<file path="src/rtl/slt_iter_cmp.sv">
// Multi-cycle SLT/SLTU unit: compares CHUNK bits per cycle, MSB chunk first, valid/ready on both sides.
// Optional feature macro: SLT_EARLY_EXIT_EN (leave BUSY on the first deciding chunk).
module slt_iter_cmp #(
    parameter int unsigned WIDTH = 32,
    parameter int unsigned CHUNK = 8
) (
    input  logic             clk,
    input  logic             rst_n,
    input  logic             in_valid,
    output logic             in_ready,
    input  logic [WIDTH-1:0] a,
    input  logic [WIDTH-1:0] b,
    input  logic             is_unsigned,
    output logic             out_valid,
    input  logic             out_ready,
    output logic [WIDTH-1:0] z,
    output logic             busy
);

    localparam int unsigned NCHUNK = WIDTH / CHUNK;
    localparam int unsigned IDX_W  = (NCHUNK > 1) ? $clog2(NCHUNK) : 1;
    localparam logic [IDX_W-1:0] IDX_TOP = IDX_W'(NCHUNK - 1);
    localparam logic [WIDTH-1:0] MSB_MASK = {1'b1, {(WIDTH-1){1'b0}}};

    if ((WIDTH % CHUNK) != 0) begin : g_bad_chunk
        $error("slt_iter_cmp: WIDTH must be a multiple of CHUNK");
    end

    typedef enum logic [1:0] {
        ST_IDLE = 2'd0,
        ST_BUSY = 2'd1,
        ST_DONE = 2'd2
    } state_e;

    state_e           state_q;
    logic [WIDTH-1:0] a_q;
    logic [WIDTH-1:0] b_q;
    logic [IDX_W-1:0] idx_q;
    logic             lt_q;
    logic             dec_q;
    logic [WIDTH-1:0] z_q;
    logic             out_valid_q;
    logic             in_ready_q;
    logic             busy_q;

    logic [CHUNK-1:0] ca_c;
    logic [CHUNK-1:0] cb_c;
    logic             lt_d;
    logic             dec_d;
    logic             last_c;
    logic             finish_c;

    // Current chunk compare; once decided, lt is frozen for the remaining chunks.
    always_comb begin
        ca_c   = CHUNK'(a_q >> (32'(idx_q) * CHUNK));
        cb_c   = CHUNK'(b_q >> (32'(idx_q) * CHUNK));
        last_c = (idx_q == '0);
        lt_d   = lt_q;
        dec_d  = dec_q;
        if (!dec_q) begin
            if (ca_c < cb_c) begin
                lt_d  = 1'b1;
                dec_d = 1'b1;
            end else if (ca_c > cb_c) begin
                lt_d  = 1'b0;
                dec_d = 1'b1;
            end else if (last_c) begin
                lt_d  = 1'b0;
                dec_d = 1'b1;
            end
        end
`ifdef SLT_EARLY_EXIT_EN
        finish_c = dec_d || last_c;
`else
        finish_c = last_c;
`endif
    end

    // Control FSM with registered handshake outputs.
    always_ff @(posedge clk or negedge rst_n) begin
        if (!rst_n) begin
            state_q     <= ST_IDLE;
            a_q         <= '0;
            b_q         <= '0;
            idx_q       <= IDX_TOP;
            lt_q        <= 1'b0;
            dec_q       <= 1'b0;
            z_q         <= '0;
            out_valid_q <= 1'b0;
            in_ready_q  <= 1'b1;
            busy_q      <= 1'b0;
        end else begin
            case (state_q)
                ST_IDLE: begin
                    if (in_valid && in_ready_q) begin
                        // Flipping the sign bit maps signed order onto unsigned order.
                        a_q        <= is_unsigned ? a : (a ^ MSB_MASK);
                        b_q        <= is_unsigned ? b : (b ^ MSB_MASK);
                        idx_q      <= IDX_TOP;
                        lt_q       <= 1'b0;
                        dec_q      <= 1'b0;
                        in_ready_q <= 1'b0;
                        busy_q     <= 1'b1;
                        state_q    <= ST_BUSY;
                    end
                end
                ST_BUSY: begin
                    lt_q  <= lt_d;
                    dec_q <= dec_d;
                    if (finish_c) begin
                        z_q         <= WIDTH'(lt_d);
                        out_valid_q <= 1'b1;
                        state_q     <= ST_DONE;
                    end else begin
                        idx_q <= idx_q - IDX_W'(1);
                    end
                end
                ST_DONE: begin
                    if (out_ready) begin
                        out_valid_q <= 1'b0;
                        in_ready_q  <= 1'b1;
                        busy_q      <= 1'b0;
                        state_q     <= ST_IDLE;
                    end
                end
                default: begin
                    out_valid_q <= 1'b0;
                    in_ready_q  <= 1'b1;
                    busy_q      <= 1'b0;
                    state_q     <= ST_IDLE;
                end
            endcase
        end
    end

    assign in_ready  = in_ready_q;
    assign out_valid = out_valid_q;
    assign z         = z_q;
    assign busy      = busy_q;

endmodule

</file>
<file path="config.mk">
export PLATFORM = sky130hd
export DESIGN_NAME = slt_iter_cmp
export DESIGN_NICKNAME = d
export VERILOG_FILES = /design/src/rtl/slt_iter_cmp.sv
export SDC_FILE = /design/constraint.sdc
export NUM_CORES = 1
export LEC_CHECK = 0
export ABC_AREA = 1
export CORE_MARGIN = 3
export CORE_UTILIZATION = 44
export CTS_BUF_LIST = sky130_fd_sc_hd__clkbuf_16
export CTS_CLUSTER_DIAMETER = 120
export DETAILED_ROUTE_END_ITERATION = 10
export PLACE_DENSITY = 0.87
export RECOVER_POWER = 50
export SLEW_MARGIN = 30
export SYNTH_ARGS = -nofsm -noshare
export SYNTH_HDL_FRONTEND = slang
export SYNTH_SLANG_ARGS = --single-unit
</file>
<file path="constraint.sdc">
create_clock -name clk -period 2.35 [get_ports clk]
set_clock_uncertainty 0.2 [all_clocks]
set_input_delay 0.47 -clock clk [delete_from_list [all_inputs] [get_ports clk]]
set_output_delay 0.47 -clock clk [all_outputs]
set_load 0.02 [all_outputs]
</file>
# Yosys cells after proc, flatten, opt, wreduce, memory -nomap -nowiden
# Index checks and enable logic that the tools add are counted.
# W data, S select, Z words.
# word_totals
output_inout_bits,35
word_cells,63
ff_bits,74
# op_classes
mux,27
n_reduce_logical,11
n_lt_le_gt_ge,2
bitwise_logic,4
n_eq_ne,6
add_sub_neg,1
n_shift,2
# ops
operator,count
$mux W32,2
$shr A32 B5 Y8,2
$mux W1,13
$reduce_and A3 Y1,4
$mux W2,5
$pmux W1 S3,3
$gt A8 B8 Y1,1
$lt A8 B8 Y1,1
$ne A2 B2 Y1 const B,4
$pmux W2 S3,1
$reduce_and A2 Y1,3
$logic_not A2 Y1,2
$not A1 Y1,4
$pmux W1 S2,2
$pmux W2 S2,1
$eq A2 B1 Y1 const B,1
$eq A2 B2 Y1 const B,1
$reduce_bool A2 Y1,1
$sub A2 B1 Y2 const B,1
$logic_and A1 B1 Y1,1

# Depth between registers and ports, before layout
# depth
ltp_word,6
depth_mapped,16
ltp_nobuf,14

# Least setup slack after synthesis
# Ideal clock, no wire load.
# synth_path
path_kind,reg2reg
startpoint,register idx_q[0]
endpoint,register z_q[0] (netlist: z[0])
t_arrival_ns,1.961
n_path_buf,2
path_stages_with_launch,12
synth_period_minus_slack_ns,2.226
path_slack_ns,0.124
cell_sequence,dfstp_2 -> buf_2 -> clkbuf_1 -> a21oi_1 -> a32o_1 -> ha_1 -> a21o_1 -> nor2_1 -> nand3_1 -> nand2_1 -> nand2_1 -> nand2_1
# synth_via
elab_chain_cells,5
# synth_lines
element,line,text
"start, declared",38,logic [IDX_W-1:0] idx_q;
"start signal, assigned",115,idx_q <= idx_q - IDX_W'(1);
$shr A32 B5 Y8 (tied with other cells),55,ca_c = CHUNK'(a_q >> (32'(idx_q) * CHUNK));
$gt A8 B8 Y1 or $mux W1 (tied branches),"64, 67",
$mux W1,64,end else if (ca_c > cb_c) begin
$mux W1,61,if (ca_c < cb_c) begin
$mux W1,60,if (!dec_q) begin
"end signal, assigned",111,z_q <= WIDTH'(lt_d);
"end, declared",41,logic [WIDTH-1:0] z_q;
# Several ways; a longest one is shown, not always the timed one.
# A chain may end at the register's enable or synchronous reset.

# Worst setup path in the final report
# Same ends and word-level chain as after synthesis.

==> run_results.csv <==
group,metric,value,unit
yosys,synth-compound-area-share,0.0857,
timing,fin_ws,-0.0310,ns
yosys,synthAdderAreaFrac,0.0301,
yosys,synth_xor_area_frac,0.00469,
timing,finalSetupViolCount,3,
yosys,synth_top_area_share,0.476,
timing,tightestPinTransition,0.966,ns
placed_design,dp_hpwl,6310,um
critical_path,ff2ff_setup_slack,-0.03,ns
drt,first_iter_violations,358,
yosys,synth_area,0.00374,mm2
critical_path,start_kind,"register",
yosys,synth_area_leader_cell,"dfrtp_1",
global_routing,grt_max_degree,75,
placed_design,io_buffers,72,
critical_path,crit_fanout,10,
critical_path,cp.required,2.37,ns
final_layout,antenna_cells,0,
critical_path,arrival,2.40,ns
die,initial_utilization,0.469,
die,die-area,0.00963,mm2
drt,drc,0,
timing,slew_violations,0,
yosys,synth-seq-area-share,0.497,
yosys,postSynthAreaPerCell,7.95,um2
cts,cts_tree,"yes",
timing,finalCritPeriodShare,1.01,
outcome,status,"complete, but fails checks",
final_layout,syn2layout_area_growth,32.8,%
power,ir_drop,0.636,mV
yosys,synth_cells,470,
drt,routed_wl,10100,um
yosys,yosys.area_share.simple,0.271,
cts,tritoncts.num_buffers,9,
critical_path,regToRegEndpoint,"z[0]",
cts,clock_sinks,74,
final_layout,register_area,0.00186,mm2
yosys,yosysMostFrequentCell,"nand2_1",
critical_path,critPathLaunch,"idx_q[0]",
critical_path,r2r_cells,12,
cts,clk_path_buf_depth,2,
drt,vias,3404,
yosys,synthMuxAreaShare,0,
yosys,yosys-top-cells-count,"nand2_1 (234), dfrtp_1 (71), buf_4 (37), nor2_1 (26), o21ai_0 (22)",
timing,hold_viol,0,
outcome,violations,"setup timing",
die,placementRows,32,
drt,antenna_left,0,
yosys,yosys_register_bits,74,
global_routing,grt_pass1_wl,14500,um
cts,htreeDepth,3,
die,top_level_ports,104,
yosys,synth_top_family_by_area,"simple AND/OR/NAND/NOR gates",
placed_design,place.gp.congestion,0.886,
power,power.leakage,0.00249,uW
drt,post_drt_via_cell_ratio,5.22,
die,die_w,98.1,um
global_routing,grt_pass1_vias,3160,
die,coreArea,0.00797,mm2
timing,rsz0062_at_grt,"yes",
timing,max_slew_margin,0.356,
global_routing,antenna_found_initial,0,
yosys,synth_ff_type,"dfrtp_1",
cts,cts-root-buf,"clkbuf_16",
yosys,async_reset_ff_frac,1.00,
critical_path,reg2reg_from,"idx_q[0]",
global_routing,grt_overflow_total,0,
drt,avgRoutedWirePerCell,15.5,um
yosys,yosysWarnings,0,
cts,clock_latency,0.34,ns
power,power.total,6970,uW
cts,cts.clk_slew.worst_paths,0.06,ns
yosys,synth_edf_count,0,
critical_path,end_kind,"register",
critical_path,crit_end,"z[0]",
global_routing,track_usage,0.187,
critical_path,path_class,"register to register",
yosys,synth_area_leaders,"dfrtp_1 (48%), nand2_1 (24%), buf_4 (7.4%)",
placed_design,place_ws,0.0437,ns
min_path,hp-class,"register to register",
final_layout,multiInputGateArea,0.00173,mm2
final_layout,drive_above_1_share,0.129,
final_layout,layout.nets,623,
yosys,synth_cell_types,25,
drt,first_pass_iters,5,
timing,fin_crit,2.38,ns
die,dieHeight,98.1,um
timing,fmax,420,MHz
power,power_density,1400,mW/mm2
run,drv_cap,0,
final_layout,num-fill-cells,601,
state kept, by name (all words and copies together) (netlist names):
register	flops
b_q	32
busy	1
a_q	32
state_q	2
idx_q	2
dec_q	1
out_valid	1
in_ready	1
z	1
lt_q	1
worst min path at each step:
stage               slack [ns]     from  cells after the start      end
finish                    0.28     busy                      2     busy
global route              0.30  b_q[29]                      2  b_q[29]
CTS                       0.28  a_q[10]                      2  a_q[10]
detailed placement        0.27  a_q[10]                      2  a_q[10]
global placement          0.26  b_q[17]                      2  b_q[17]
floorplan                -0.03    rst_n                      0   a_q[0]
per-layer routing:
| metal | track usage | wire length (um) |
|---|---|---|
| met5 | 0 | 0 |
| met4 | 0.0956 | 333 |
| met3 | 0.0343 | 752 |
| met2 | 0.313 | 5070 |
| met1 | 0.231 | 3960 |
cells by family after synthesis:
kind of cell / after synthesis
simple gates: 266
flops: 74
buf+inv: 66
compound gates: 52
fa+ha+maj: 9
xor+xnor: 2
other cells: 1
layout by cell type, fill, tap and decap left out, drive strengths merged, types with 8 or more instances in the layout:
| cell | n |
|---|---|
| a21oi | 10 |
| a32o | 8 |
| buf | 13 |
| clkbuf | 12 |
| clkdlybuf4s50 | 71 |
| conb | 31 |
| dfrtp | 71 |
| ha | 9 |
| inv | 13 |
| nand2 | 234 |
| nor2 | 26 |
| o21ai | 23 |
| o22ai | 8 |
layout make-up:
cell class	instances	share of cell area
Inverter	12	0.0101
Sequential cell	74	0.374
Clock inverter	7	0.0124
Clock buffer	9	0.0454
Timing Repair Buffer	88	0.184
Tap cell	102	0.0257
Multi-Input combinational cell	360	0.348
critical path, cell delays in order, from the launching register on:
cell	delay (ns)
dfstp_2	0.66
buf_6	0.18
o21ai_0	0.19
o22ai_2	0.25
ha_4	0.24
nand3_1	0.10
nor2_2	0.05
nand2_2	0.08
nand2_2	0.05
nand2_1	0.09
nand2_2	0.06
nand2_1	0.06
nand2_1	0.05
power by group:
| group | internal, uW | switching (uW) |
|---|---|---|
| sequential | 1870 | 433 |
| clock | 810 | 522 |
| combinational | 1420 | 1910 |
| total | 4100 | 2870 |
through the flow:
stage	TNS, ns	utilization	std cells	area, um2	hold WS, ns
after detailed placement	0	0.557	630	4440	0.266
final	-0.0614	0.623	652	4960	0.283
after floorplan	0	-	500	3850	-0.0256
after global routing	-0.359	0.623	652	4960	0.296
after global placement	0	0.557	630	4440	0.264
after CTS	0	0.594	647	4730	0.282
what timing repair did:
action / 4_1_cts / 5_1_grt
hold endpoints to repair: 71 / 0
setup buffers: 0 / 3
setup endpoints to repair: 0 / 3
resized for setup: 0 / 51
hold buffers: 1 / 0
Note: power is estimated with default switching activity, not from simulation.
